**src/rtl/password_verifier_pkg.sv**
```systemverilog
// Shared state encoding, default widths and counter sizing helper for the
// password verifier slice.
package password_pkg;

    localparam int DEFAULT_ADDR_W = 4;
    localparam int DEFAULT_DATA_W = 8;

    typedef logic [1:0] state_t;

    localparam state_t ENTER  = 2'd0;
    localparam state_t RESULT = 2'd1;
    localparam state_t LOCKED = 2'd2;

    // Bits needed to hold values 0..max_value; never narrower than one bit.
    function automatic int cnt_width(input int max_value);
        return (max_value < 1) ? 1 : $clog2(max_value + 1);
    endfunction

endpackage

```
**src/rtl/password_verifier_lockout_timer.sv**
```systemverilog
// Lockout down-counter: loads LOCK_CYCLES, counts down to zero and flags the
// final counted cycle so the owner can leave the locked state on time.
module lockout_timer
    import password_pkg::*;
#(
    parameter int LOCK_CYCLES = 16
) (
    input  logic clk,
    input  logic rst,
    input  logic load,
    output logic expired
);

    localparam int CW = cnt_width(LOCK_CYCLES);

    logic [CW-1:0] cnt_reg;
    logic [CW-1:0] cnt_next;

    always_comb begin
        cnt_next = cnt_reg;
        if (load) begin
            cnt_next = CW'(LOCK_CYCLES);
        end else if (cnt_reg != '0) begin
            cnt_next = cnt_reg - 1'b1;
        end
    end

    always_ff @(posedge clk) begin
        if (rst) begin
            cnt_reg <= '0;
        end else begin
            cnt_reg <= cnt_next;
        end
    end

    // A count of one is the last locked cycle.
    assign expired = (cnt_reg == CW'(1)) && !load;

endmodule

```
**src/rtl/password_verifier.sv**
```systemverilog
// Byte-serial password checker: constant-time comparison against storage,
// registered grant/deny strobe and consecutive-failure lockout.
module password_verifier
    import password_pkg::*;
#(
    parameter int ADDR_W      = DEFAULT_ADDR_W,
    parameter int DATA_W      = DEFAULT_DATA_W,
    parameter int PW_LEN      = 4,
    parameter int BASE_ADDR   = 0,
    parameter int MAX_FAIL    = 3,
    parameter int LOCK_CYCLES = 16
) (
    input  logic                          clk,
    input  logic                          rst,
    input  logic                          in_valid,
    input  logic [DATA_W-1:0]             in_data,
    output logic                          in_ready,
    input  logic                          abort,
    output logic [ADDR_W-1:0]             read_addr,
    input  logic [DATA_W-1:0]             read_data,
    output logic                          done,
    output logic                          granted,
    output logic                          locked,
    output logic [$clog2(MAX_FAIL+1)-1:0] fail_count
);

    localparam int IDX_W = cnt_width(PW_LEN - 1);
    localparam int FW    = $clog2(MAX_FAIL + 1);

    state_t           state_reg, state_next;
    logic [IDX_W-1:0] idx_reg, idx_next;
    logic             mismatch_reg, mismatch_next;
    logic [FW-1:0]    fail_count_reg, fail_count_next;
    logic             done_reg, done_next;
    logic             granted_reg, granted_next;
    logic             timer_load;
    logic             timer_expired;

    logic [DATA_W-1:0] diff_bits;
    logic              byte_mismatch;

    // Bitwise difference reduced in one step, so every byte costs the same
    // regardless of where it differs.
    genvar gi;
    generate
        for (gi = 0; gi < DATA_W; gi++) begin : g_diff
            assign diff_bits[gi] = in_data[gi] ^ read_data[gi];
        end
    endgenerate

    assign byte_mismatch = |diff_bits;

    assign read_addr  = ADDR_W'(BASE_ADDR) + ADDR_W'(idx_reg);
    assign in_ready   = (state_reg == ENTER);
    assign locked     = (state_reg == LOCKED);
    assign done       = done_reg;
    assign granted    = granted_reg;
    assign fail_count = fail_count_reg;

    lockout_timer #(
        .LOCK_CYCLES (LOCK_CYCLES)
    ) u_lockout_timer (
        .clk     (clk),
        .rst     (rst),
        .load    (timer_load),
        .expired (timer_expired)
    );

    always_comb begin
        state_next      = state_reg;
        idx_next        = idx_reg;
        mismatch_next   = mismatch_reg;
        fail_count_next = fail_count_reg;
        done_next       = 1'b0;
        granted_next    = 1'b0;
        timer_load      = 1'b0;

        case (state_reg)
            ENTER: begin
                if (abort) begin
                    idx_next      = '0;
                    mismatch_next = 1'b0;
                end else if (in_valid) begin
                    mismatch_next = mismatch_reg | byte_mismatch;
                    if (idx_reg == IDX_W'(PW_LEN - 1)) begin
                        idx_next     = '0;
                        state_next   = RESULT;
                        // Result is registered so it appears during RESULT.
                        done_next    = 1'b1;
                        granted_next = ~(mismatch_reg | byte_mismatch);
                    end else begin
                        idx_next = idx_reg + 1'b1;
                    end
                end
            end

            RESULT: begin
                mismatch_next = 1'b0;
                state_next    = ENTER;
                if (!mismatch_reg) begin
                    fail_count_next = '0;
                end else if (int'(fail_count_reg) + 1 < MAX_FAIL) begin
                    fail_count_next = fail_count_reg + 1'b1;
                end else begin
                    fail_count_next = FW'(MAX_FAIL);
                    timer_load      = 1'b1;
                    state_next      = LOCKED;
                end
            end

            LOCKED: begin
                if (timer_expired) begin
                    fail_count_next = '0;
                    state_next      = ENTER;
                end
            end

            default: begin
                state_next    = ENTER;
                idx_next      = '0;
                mismatch_next = 1'b0;
            end
        endcase
    end

    always_ff @(posedge clk) begin
        if (rst) begin
            state_reg      <= ENTER;
            idx_reg        <= '0;
            mismatch_reg   <= 1'b0;
            fail_count_reg <= '0;
            done_reg       <= 1'b0;
            granted_reg    <= 1'b0;
        end else begin
            state_reg      <= state_next;
            idx_reg        <= idx_next;
            mismatch_reg   <= mismatch_next;
            fail_count_reg <= fail_count_next;
            done_reg       <= done_next;
            granted_reg    <= granted_next;
        end
    end

endmodule

```
**config.mk**
```make
export PLATFORM = sky130hd
export DESIGN_NAME = password_verifier
export DESIGN_NICKNAME = d
export VERILOG_FILES = /design/src/rtl/password_verifier_pkg.sv /design/src/rtl/password_verifier_lockout_timer.sv /design/src/rtl/password_verifier.sv
export SDC_FILE = /design/constraint.sdc
export NUM_CORES = 1
export LEC_CHECK = 0
export BUFFER_PORTS_ARGS = -buffer_cell sky130_fd_sc_hd__buf_2
export CAP_MARGIN = 20
export CORE_AREA = 2 2 43 49
export DETAILED_ROUTE_END_ITERATION = 12
export DIE_AREA = 0 0 45 51
export PLACE_DENSITY = 0.71
export SLEW_MARGIN = 15
export SYNTH_ARGS = -nofsm -noshare
export SYNTH_HDL_FRONTEND = slang
export SYNTH_SLANG_ARGS = --single-unit
```
**constraint.sdc**
```tcl
create_clock -name clk -period 1.82 [get_ports clk]
set_input_delay 0.364 -clock clk [delete_from_list [all_inputs] [get_ports clk]]
set_output_delay 0.364 -clock clk [all_outputs]
set_load 0.02 [all_outputs]
```
==> flow_summary.toml, run 1 <==
[status]
status = "finished clean"

[clock_network]
clock_sinks = 14
cts_setup_buffers = 0
cts_inserted_buffers = 3
path_clk_slew_ps = 90
cts_tree = "yes"
cts_resized = 0
holdBufCountCts = 0
clock_latency_ps = 280
cts_buffer_depth = 2
htreeDepth = 1
root_buffer = "clkbuf_4"

[global_route]
track_usage = 0.150
antenna_found_initial = 0
grt_pass1_vias = 662
grt_max_degree = 9
grt_pass1_wl_um = 2580
overflow = 0

[sta]
fin_crit_sh = 0.828
skew_ps = 4.87
final-hold-violation-count = 0
finalCriticalPeriod_ps = 1510
setup_viol = 0
setup_tns_ps = 0
rsz0062_at_grt = "false"
slew_viol_final = 0
worst_slack_ps = 313
fmax_ghz = 0.664

[synth]
synth-seq-cells = 14
synth.area.top_cells = "dfxtp_1 (37%), xnor2_1 (10%), ha_1 (9.9%)"
synth_cell_type_count = 29
async_reset_ff_frac = 0
post-synth-top-count-cell = "dfxtp_1"
yosysSeqAreaShare = 0.368
syn-instance-count = 87
synth_top_area_cell = "dfxtp_1"
ys.flop_type = "dfxtp_1"
yosysWarningCount = 0
syn_area_per_cell_um2 = 8.74
synth_area_um2 = 761
synth_edf_count = 0
synth_common_cells = "dfxtp_1 (14), xnor2_1 (9), inv_1 (7), ha_1 (6), o21ai_0 (6)"
yosysTopAreaCellShare = 0.368

[detailed_routing]
vias = 705
avgViaCountPerCell = 5.18
drt_wl_total_um = 1470
wl_per_cell_um = 10.8
first_iter_violations = 19
dr.pass1.iters = 4
drc = 0
final_antenna_net_count = 0

[power]
switching_share = 0.313
intPower_uw = 581
pwr-share-comb = 0.288
p_sw_uw = 264
power_density_nw_per_um2 = 894
peakVddDrop_v = 0.000595
power_frac_clock = 0.265
leakagePower_nw = 0.427
p_seq_frac = 0.447

[floorplan]
rows = 17
start_util = 0.406
die_h_um = 51
coreArea_um2 = 1870
design.die.area_um2 = 2300
dieWidth_um = 45
pin_count = 30

[final_layout]
final_area_um2 = 945
final_cells = 136
final_layout_size_suffix_gt1_frac = 0.274
nNetsFinal = 144
largest_reg_flops = 5
fillers = 199
regArea_um2 = 280
diodes = 0
multiInputGateArea_um2 = 443
syn_to_final_growth_pct = 24.2

[worst_setup_path]
start_kind = "flop"
crit_fanout = 6
worstSetupPathType = "reg -> out"
cp.arrival_ps = 1140
crit_path_end_kind = "output pin"
cp.required_ps = 1460

[place]
dp.cells = 132
dp_hpwl_um = 1210
numPortBuffers = 27
postPlaceCellArea_um2 = 908
routabilityCongestion = 0.735
dp_slack_ps = 306

[min_path]
hold_path_class = "in -> reg"

[job]
cap_violations = 0
==> worst max-delay path: stages (launching register included) <==
cell and delay, ps:
dfxtp_1 320, inv_1 90, ha_1 250, buf_2 200
==> cell usage in the layout, fill, tap and decap left out, types with 2 or more instances in the layout <==
cell type / Yosys / final
nor3b_1: 3 / 3
nor2_1: 5 / 5
inv_1: 7 / 7
conb_1: 1 / 2
ha_1: 6 / 6
and3_1: 2 / 2
buf_2: 0 / 27
dfxtp_1: 14 / 14
a21oi_1: 4 / 4
clkbuf_4: 0 / 3
nand2_1: 5 / 5
o21ai_0: 6 / 6
nor3_1: 3 / 3
nand3_1: 4 / 4
nand3b_1: 2 / 2
xnor2_1: 9 / 9
==> final cells by class <==
class,instances,share of cell area
Clock buffer,4,0.0384
Tap cell,19,0.0252
Inverter,7,0.0278
Sequential cell,14,0.297
Multi-Input combinational cell,65,0.469
Timing Repair Buffer,27,0.143
==> through the flow <==
step	hold slack, ps	power [mW]	util
after floorplan	433	0.571	-
after global placement	472	0.624	0.485
after detailed placement	465	0.631	0.485
after CTS	318	0.858	0.505
after global routing	331	0.918	0.505
final	327	0.844	0.505
==> power groups by stage <==
| stage | logic (mW) | clock network (mW) | registers, mW |
|---|---|---|---|
| 2_1_floorplan | 0.193 | 0 | 0.379 |
| 3_3_place_gp | 0.240 | 0 | 0.384 |
| 3_5_place_dp | 0.246 | 0 | 0.385 |
| 4_1_cts | 0.247 | 0.233 | 0.378 |
| 5_1_grt | 0.280 | 0.251 | 0.387 |
| 6_report | 0.243 | 0.224 | 0.378 |
==> final timing paths <==
path,cells after the start,slack (ps),from,endpoint
worst min-delay path,2,330,rst,u_lockout_timer.cnt_reg[4]
worst max register to register,6,330,state_reg[1],state_reg[0]
worst max-delay path,3,310,state_reg[0],locked
worst min register to register,2,480,u_lockout_timer.cnt_reg[4],u_lockout_timer.cnt_reg[4]
==> metal layers <==
layer	global-route usage	routed length (µm)
met5	0	0
met4	0.0588	18
met3	0.0424	112
met2	0.248	725
met1	0.179	613
==> cells by family (layout without fill, tap and decap cells) <==
group                    Yosys count  count (layout)  share of synthesized area
adder cells (fa/ha/maj)            6               6                     0.0987
XOR/XNOR                          10              10                      0.115
AND/OR/NAND/NOR                   29              29                      0.204
flip-flops                        14              14                      0.368
other                              1               2                    0.00493
buffers and inverters              9              38                     0.0543
AO/OA/AOI/OAI                     18              18                      0.155
(Power assumes the default switching activity.)
==> run 2: changes to the inputs <==
==> constraint.sdc (replaced) <==
create_clock -name clk -period 1.4 [get_ports clk]
set_input_delay 0.28 -clock clk [delete_from_list [all_inputs] [get_ports clk]]
set_output_delay 0.28 -clock clk [all_outputs]
set_load 0.02 [all_outputs]
==> run 2 against run 1 <==
  * The run now ends with setup timing left
  * Total power increased by 36%
  * Cell count rose by 2.9%
  * Highest routed layer unchanged
  * Critical path depth rose by 1
  * Routed wire length is 5.6% higher
  * Critical path type unchanged
  * Register-to-register slack lost 250 ps
  * Non-clock buffer count up 4
  * Clock skew grew 1.4 ps
  * Hold slack worse by 56 ps
  * Sequential power grew 30%
  * First-iteration DRC count decreased by 37%
  * Clock power rose by 27%
  * Setup slack worse by 320 ps
==> flow_summary.toml, run 2 (same netlist as run 1, synthesis figures left out) <==
[power]
p_seq_frac = 0.427
total_power_mw = 1.15
pwr-share-comb = 0.325
leakagePower_nw = 0.459
switching_share = 0.323
power_frac_clock = 0.248
p_sw_uw = 371
intPower_uw = 777
peakVddDrop_v = 0.000700
power_density_nw_per_um2 = 1100

[worst_setup_path]
start_kind = "flop"
cp_top_family = "flip-flops"
r2r-start = "state_reg[0]"
cp.arrival_ps = 1130
crit_path_end_kind = "output pin"
cp.required_ps = 1120
reg2reg_depth = 6
crit_start = "state_reg[1]"
crit_fanout = 3
crit_slowest_cell = "dfxtp_4"
worst-path-buf-inv = 3
worstSetupPathType = "reg -> out"
path_cells = "inv_2 > ha_2 > buf_4 > buf_6"
cpPeakStageDelay_ps = 370
cp.depth = 4

[clock_network]
holdBufCountCts = 0
clock_sinks = 14
cts_tree = "yes"
root_buffer = "clkbuf_4"
cts_buffer_depth = 2
cts_inserted_buffers = 3
path_clk_slew_ps = 80
clock_latency_ps = 280
htreeDepth = 1

[min_path]
hold_path_class = "in -> reg"
holdCritStartpoint = "rst"
holdPathStages = 2

[status]
status = "complete, but fails checks"
violations = "setup timing"

[final_layout]
final_common_cell = "buf_2"
nNetsFinal = 148
final_layout_size_suffix_gt1_frac = 0.380
final_area_um2 = 1050
syn_to_final_growth_pct = 37.5
utilization = 0.559
fillers = 172
layout_common_cells = "buf_2 (25), dfxtp_1 (12), xnor2_1 (9)"
diodes = 0
largest_reg_flops = 5

[global_route]
grt_pass1_wl_um = 2640
track_usage = 0.150
overflow = 0
antenna_found_initial = 0
grt_max_degree = 9
grt_pass1_vias = 685

[sta]
slew_viol_final = 0
rsz0062_at_grt = "true"
fin_crit_sh = 1.01
holdWs_ps = 271
skew_ps = 6.28
final-hold-violation-count = 0
fmax_ghz = 0.709
setup_tns_ps = -9.67
worst_slack_ps = -9.67
setup_viol = 1
finalCriticalPeriod_ps = 1410

[floorplan]
design.die.area_um2 = 2300
die_h_um = 51
pin_count = 30
dieWidth_um = 45
coreArea_um2 = 1870
start_util = 0.406
rows = 17

[detailed_routing]
avgViaCountPerCell = 5.07
drc = 0
first_iter_violations = 12
vias = 710
dr.pass1.iters = 4
final_antenna_net_count = 0
drt_wl_total_um = 1550
wl_per_cell_um = 11.1

[place]
postPlaceCellArea_um2 = 938
dp_hpwl_um = 1240
numPortBuffers = 27
routabilityCongestion = 0.741

[job]
cap_violations = 0
==> run 2: area by class of cell <==
class | count | area, µm² | share of cell area
Clock buffer | 4 | 36.3 | 0.0347
Timing Repair Buffer | 31 | 181 | 0.173
Multi-Input combinational cell | 65 | 493 | 0.471
Sequential cell | 14 | 285 | 0.273
Inverter | 7 | 26.3 | 0.0251
Tap cell | 19 | 23.8 | 0.0227
==> run 2: final timing paths <==
kind,end,slack (ps)
setup / recovery,in_ready,-10
hold / removal,idx_reg[1],270
setup reg to reg,mismatch_reg,80
hold reg to reg,u_lockout_timer.cnt_reg[4],480
==> run 2: through the flow <==
stage | setup slack [ps] | cells
3_3_place_gp | 9.73 | 136
2_1_floorplan | 47.4 | 88
3_5_place_dp | -19.2 | 136
4_1_cts | -11.7 | 140
6_report | -9.67 | 140
5_1_grt | -61.3 | 140
==> run 2: worst reg2reg max path: stages, from the launching register on <==
cell,delay [ps]
dfxtp_2,330
inv_2,80
ha_2,200
nor3b_1,310
o21ai_0,110
o21ai_0,80
and3_1,160
==> run 2: power by group through the flow <==
| stage | clock (mW) | combinational (mW) | sequential [mW] |
|---|---|---|---|
| final | 0.284 | 0.373 | 0.490 |
| after global routing | 0.313 | 0.426 | 0.497 |
| after CTS | 0.290 | 0.354 | 0.491 |
| after detailed placement | 0 | 0.351 | 0.502 |
| after global placement | 0 | 0.330 | 0.500 |
| after floorplan | 0 | 0.250 | 0.493 |
==> run 2: layer usage <==
layer | global-route usage | share of wire | vias up
met4 | 0.0441 | 0.0084 | 0
met3 | 0.0389 | 0.058 | 2
met1 | 0.182 | 0.43 | 319
met5 | 0 | 0 | -
li1 | - | - | 369
met2 | 0.255 | 0.50 | 20
==> run 2: timing repair <==
action | in CTS | in global routing
gates resized for setup | 10 | 8
setup endpoints to repair | 2 | 6
pin swaps | 1 | 0
setup buffers | 0 | 0
